## src/rtl/jt051937_draw.sv

```systemverilog
// jt051937_draw: sprite row drawer fed by the jt053246 scanner.
// Each accepted dr_start fetches one 16-pixel 4bpp tile row from ROM
// as two 32-bit words, then emits one output pixel per cycle into the
// object line buffer. Horizontal zoom runs a 10.6 fixed-point source
// accumulator, and horizontal flip mirrors the source index. Pixel
// value 0 is transparent and is never written.
module jt051937_draw #(
  parameter int PW = 4
) (
  input  logic           clk,
  input  logic           rst,
  input  logic           dr_start,
  output logic           dr_busy,
  input  logic [15:0]    code,
  input  logic [9:0]     attr,
  input  logic           hflip,
  input  logic           vflip,
  input  logic [8:0]     hpos,
  input  logic [3:0]     ysub,
  input  logic [11:0]    hzoom,
  input  logic           hz_keep,
  output logic [20:0]    rom_addr,
  output logic           rom_cs,
  input  logic           rom_ok,
  input  logic [31:0]    rom_data,
  output logic [8:0]     buf_addr,
  output logic           buf_we,
  output logic [PW+9:0]  buf_din
);

  localparam logic [1:0] ST_IDLE   = 2'd0;
  localparam logic [1:0] ST_FETCH0 = 2'd1;
  localparam logic [1:0] ST_FETCH1 = 2'd2;
  localparam logic [1:0] ST_DRAW   = 2'd3;

  logic [1:0]    state_r;
  logic          first_r;     // first cycle of a ROM request: rom_ok not trusted
  logic [9:0]    attr_r;
  logic          hflip_r;
  logic [8:0]    hpos_r;
  logic [11:0]   step_r;
  logic          hz_keep_r;
  logic [5:0]    kept_frac_r; // zoom phase carried into the next tile
  logic [15:0]   acc_r;       // source position, 10.6 fixed point
  logic [8:0]    n_r;         // output pixel counter
  logic [63:0]   pix_row_r;   // nibble 0 sits in [63:60]
  logic [20:0]   rom_addr_r;
  logic          rom_cs_r;
  logic          busy_r;
  logic          buf_we_r;
  logic [8:0]    buf_addr_r;
  logic [PW+9:0] buf_din_r;

  logic [3:0]    sx_s;
  logic [63:0]   row_shift_s;
  logic [3:0]    pixel_s;
  logic [15:0]   acc_next_s;
  logic [8:0]    n_next_s;
  logic          draw_done_s;

  // Draw datapath: source nibble select, accumulator step and end-of-tile test
  always_comb begin
    sx_s        = acc_r[9:6] ^ {4{hflip_r}};
    row_shift_s = pix_row_r << {sx_s, 2'b00};
    pixel_s     = row_shift_s[63:60];
    acc_next_s  = acc_r + {4'd0, step_r};
    n_next_s    = n_r + 9'd1;
    draw_done_s = (acc_next_s >= 16'h0400) || (n_next_s == 9'd256);
  end

  // Control FSM plus all registered outputs
  always_ff @(posedge clk) begin
    if (rst) begin
      state_r     <= ST_IDLE;
      first_r     <= 1'b0;
      attr_r      <= 10'd0;
      hflip_r     <= 1'b0;
      hpos_r      <= 9'd0;
      step_r      <= 12'd0;
      hz_keep_r   <= 1'b0;
      kept_frac_r <= 6'd0;
      acc_r       <= 16'd0;
      n_r         <= 9'd0;
      pix_row_r   <= 64'd0;
      rom_addr_r  <= 21'd0;
      rom_cs_r    <= 1'b0;
      busy_r      <= 1'b0;
      buf_we_r    <= 1'b0;
      buf_addr_r  <= 9'd0;
      buf_din_r   <= '0;
    end else begin
      case (state_r)
        ST_IDLE: begin
          buf_we_r <= 1'b0;
          if (dr_start) begin
            state_r    <= ST_FETCH0;
            busy_r     <= 1'b1;
            rom_cs_r   <= 1'b1;
            first_r    <= 1'b1;
            rom_addr_r <= {code, ysub ^ {4{vflip}}, 1'b0};
            attr_r     <= attr;
            hflip_r    <= hflip;
            hpos_r     <= hpos;
            step_r     <= (hzoom == 12'd0) ? 12'd1 : hzoom;
            hz_keep_r  <= hz_keep;
          end else begin
            busy_r <= 1'b0;
          end
        end
        ST_FETCH0: begin
          buf_we_r <= 1'b0;
          if (first_r) begin
            first_r <= 1'b0;
          end else if (rom_ok) begin
            pix_row_r[63:32] <= rom_data;
            rom_addr_r[0]    <= 1'b1;
            first_r          <= 1'b1;
            state_r          <= ST_FETCH1;
          end
        end
        ST_FETCH1: begin
          buf_we_r <= 1'b0;
          if (first_r) begin
            first_r <= 1'b0;
          end else if (rom_ok) begin
            pix_row_r[31:0] <= rom_data;
            rom_cs_r        <= 1'b0;
            acc_r           <= hz_keep_r ? {10'd0, kept_frac_r} : 16'd0;
            n_r             <= 9'd0;
            state_r         <= ST_DRAW;
          end
        end
        ST_DRAW: begin
          buf_we_r   <= (pixel_s != 4'd0);
          buf_addr_r <= hpos_r + n_r;
          buf_din_r  <= {attr_r, pixel_s};
          acc_r      <= acc_next_s;
          n_r        <= n_next_s;
          if (draw_done_s) begin
            kept_frac_r <= acc_next_s[5:0];
            state_r     <= ST_IDLE;
          end
        end
        default: begin
          state_r  <= ST_IDLE;
          rom_cs_r <= 1'b0;
          buf_we_r <= 1'b0;
          busy_r   <= 1'b0;
        end
      endcase
    end
  end

  assign dr_busy  = busy_r;
  assign rom_cs   = rom_cs_r;
  assign rom_addr = rom_addr_r;
  assign buf_we   = buf_we_r;
  assign buf_addr = buf_addr_r;
  assign buf_din  = buf_din_r;

endmodule
```

## config.mk

```make
export PLATFORM = sky130hd
export DESIGN_NAME = jt051937_draw
export DESIGN_NICKNAME = d
export VERILOG_FILES = /design/src/rtl/jt051937_draw.sv
export SDC_FILE = /design/constraint.sdc
export NUM_CORES = 1
export LEC_CHECK = 0
export CAP_MARGIN = 10
export CORE_AREA = 2 2 138 140
export CTS_CLUSTER_DIAMETER = 100
export DETAILED_ROUTE_END_ITERATION = 10
export DIE_AREA = 0 0 140 142
export PLACE_DENSITY = 0.81
export SYNTH_ARGS = -nofsm -noshare
export SYNTH_HDL_FRONTEND = slang
export SYNTH_SLANG_ARGS = --single-unit
```

## constraint.sdc

```tcl
create_clock -name clk -period 3.4 [get_ports clk]
set_input_delay 0.51 -clock clk [delete_from_list [all_inputs] [get_ports clk]]
set_output_delay 0.51 -clock clk [all_outputs]
set_load 0.02 [all_outputs]
```

==> reports/results.ini <==
[worst_setup_path]
rr_startpoint = step_r[0]$_SDFFE_PP0P_
path_delay_family = compound AO/OA/AOI/OAI gates
path_buf_inv = 0
rr_endpoint = kept_frac_r[1]$_SDFFE_PP0P_
crit_start = step_r[0]$_SDFFE_PP0P_
ff2ff_setup_slack_ns = 0.44
critPathMaxStageDelay_ns = 0.45
rr_worst_depth = 9
cp_max_fo = 4
startpoint_type = register
end_kind = register
critPathKind = reg2reg
cp_cell_sequence = ha_1 -> fa_1 -> a21o_1 -> a221oi_1 -> o22ai_1 -> xnor2_1 -> nor4_2 -> a21oi_1 -> mux2i_1
crit_required_ns = 3.70
critPathSlowestCell = nor4_2
cp.arrival_ns = 3.27

[pwr]
leakagePower_uw = 0.003910
p_per_area_nw_per_um2 = 590.5
peakVddDrop_mv = 0.4442

[cells_and_area]
nets = 1184
diodes = 0
drive_gt1_frac = 0.06019
fillers = 1588
area.growth.synth_to_final_pct = 25.28
finalNonFillerCells = 1314

[worst_hold_path]
holdCritStartpoint = rom_addr[20]$_SDFFE_PP0P_
whs_path_depth = 2
whs_endpoint = rom_addr[20]$_SDFFE_PP0P_
hold_path.class = reg2reg

[clock_tree]
clock_sinks = 178
clockBufferDepth = 2
h-tree-depth = 4
clk_transition_reported_paths_ns = 0.07
cts_tree = yes
cts-buffers-inserted = 17
clockRootBuffer = clkbuf_16
postCtsSetupRepairBufs = 0
cts_resized = 0
cts_hold_buf = 0
worstSkewPairLatency_ns = 0.44

[outcome]
violations = design-rule violations
status = finished, violations left

[floorplan]
ios = 137
die_h_um = 142
initial_core_util = 0.4420
die_area_um2 = 19880
rows = 50
die_w_um = 140
core_area_um2 = 18460

[place]
placedCellCount = 1282
io_buffers = 136
gp_congestion = 0.8812
dp_hpwl_mm = 14.27
place_ws_ns = 0.4751

[grt]
grt.overflow.total = 0
track_usage = 0.2105
grt_pass1_vias = 6832
antenna_found_initial = 0
grt_pass1_wl_mm = 33.53
grt_max_degree = 110

[route]
drc = 1
routed_wl_mm = 20.72
first_pass_iters = 10
antenna_left = 0
via_per_inst = 5.486
avgRoutedWirePerCell_um = 15.77
drt_iter0_drc = 628
vias = 7209

[logic_synthesis]
syn_nets = 1081
synth_fa_ha_area_frac = 0.04326
synth_top_family_by_area = simple AND/OR/NAND/NOR gates
yosysUniqueCellTypes = 57
synth_area_leader_cell = dfxtp_1
yosys-top-cells-count = 263 x nand2_1, 178 x dfxtp_1, 137 x a21oi_1
synth-simple-area-share = 0.1927
async_reset_ff_frac = 0
synth_area_leaders = dfxtp_1 44%, nand2_1 12%, a21oi_1 8.4%, ha_1 3.8%, mux4_1 3.5%
synth_edf_count = 0
syn_avg_cell_area_um2 = 8.461
synth_area_um2 = 8157
synth_xor_area_frac = 0.02592
yosysWarnings = 0
netlist_instances = 964
synthMuxAreaShare = 0.09357
ys_ff_latch = 178
yosysMostFrequentCell = nand2_1
synth-main-ff-cell = dfxtp_1
synth_top_area_frac = 0.4369
synth-seq-area-share = 0.4369
synth-compound-area-share = 0.1698

[timing]
min_period_ns = 2.965
layout_setup_ws_ns = 0.4350
rsz0062_at_grt = no
hold_viol_final = 0
max_slew_margin = 0.2315
tightest_slew_ns = 1.149
finalSetupViolations = 0
finalCritPeriodShare = 0.8720
fmax_mhz = 337.3
slew_viol_final = 0
fin_skew_ns = 0.01257
fin_setup_tns_ns = 0

[run]
max_cap_violations = 0

## how the worst max path moves through the flow
| stage | cells after the start | to |
|---|---|---|
| after global routing | 9 | kept_frac_r[1]$_SDFFE_PP0P_ |
| after CTS | 9 | kept_frac_r[1]$_SDFFE_PP0P_ |
| after detailed placement | 9 | kept_frac_r[1]$_SDFFE_PP0P_ |
| final | 9 | kept_frac_r[1]$_SDFFE_PP0P_ |
| after floorplan | 9 | kept_frac_r[0]$_SDFFE_PP0P_ |
| after global placement | 9 | kept_frac_r[0]$_SDFFE_PP0P_ |
## where the power goes
group / internal (uW) / total (uW) / switching [uW]
Combinational: 701 / 1700 / 997
Clock: 966 / 1830 / 863
Sequential: 2350 / 2510 / 158
Total: 4020 / 6030 / 2020
## cell families (layout without fill, tap and decap cells)
group           Yosys count  in the layout
xor+xnor                 22             22
flops                   178            178
buf+inv                  78            194
compound gates          236            236
fa+ha+maj                27             27
simple gates            376            376
mux                      47             47
## state kept, by name, summed over array words and instances (netlist names), 2 cells and up
signal,flops
pix_row_r,64
buf_din,14
step_r,12
acc_r,16
buf_addr,9
attr_r,10
hpos_r,9
rom_addr,21
n_r,9
kept_frac_r,6
state_r,2
## layout by cell type (no fill, tap or decap), types with 3 or more instances in the layout
cell type,n
a31oi_1,6
and2_1,6
o21ai_0,28
xnor2_1,12
clkdlybuf4s50_1,135
inv_1,12
clkinv_2,3
ha_1,24
and4_1,3
mux4_1,11
o211ai_1,4
nand3_1,10
clkbuf_16,17
o21a_1,3
buf_4,12
inv_6,5
dfxtp_1,178
nor2b_1,4
a21oi_1,137
xor2_1,9
mux4_2,9
mux2i_1,26
a22oi_1,3
nor2_1,51
a22o_1,5
nor4_1,5
a21o_1,15
nor3_1,14
nand2_1,263
clkinv_4,4
a221oi_1,8
and3_1,9
a211oi_1,10
## metrics by stage
step                      hold WS (ns)  cell area, um^2  utilization  power, uW
final                           0.4549            10220       0.5537       6034
after global routing            0.4717            10220       0.5537       6357
after CTS                       0.4545            10220       0.5537       6057
after detailed placement        0.4447             9674       0.5242       4238
after global placement          0.4368             9674       0.5242       4196
after floorplan                 0.4315             8157            -       3634
## worst register-to-register path: cells and delay by family (launching register included)
kind | cells | cell delay (ns)
DFF | 1 | 0.31
xor gates and xnor gates | 1 | 0.17
muxes | 1 | 0.17
and+or+nand+nor | 1 | 0.45
adders and majority gates | 2 | 0.65
AOI/OAI and AO/OA | 4 | 1.09
## area by class of cell
cell class	count	area [um^2]	share of cell area
flip-flops and latches	178	3563	0.3487
clock buffers	19	442.9	0.04334
repair buffers	149	1481	0.1450
inverters	13	48.80	0.004775
clock inverters	13	101.3	0.009918
well taps	234	292.8	0.02865
multi-input cells	708	4288	0.4196
## metal layers
metal | track usage | part of all wire | vias up
met5 | 0 | 0 | -
met4 | 0.1021 | 0.039 | 0
met3 | 0.04576 | 0.051 | 55
met2 | 0.3596 | 0.49 | 224
met1 | 0.2536 | 0.42 | 3380
li1 | - | - | 3550
Note: power is estimated with default switching activity, not from simulation.
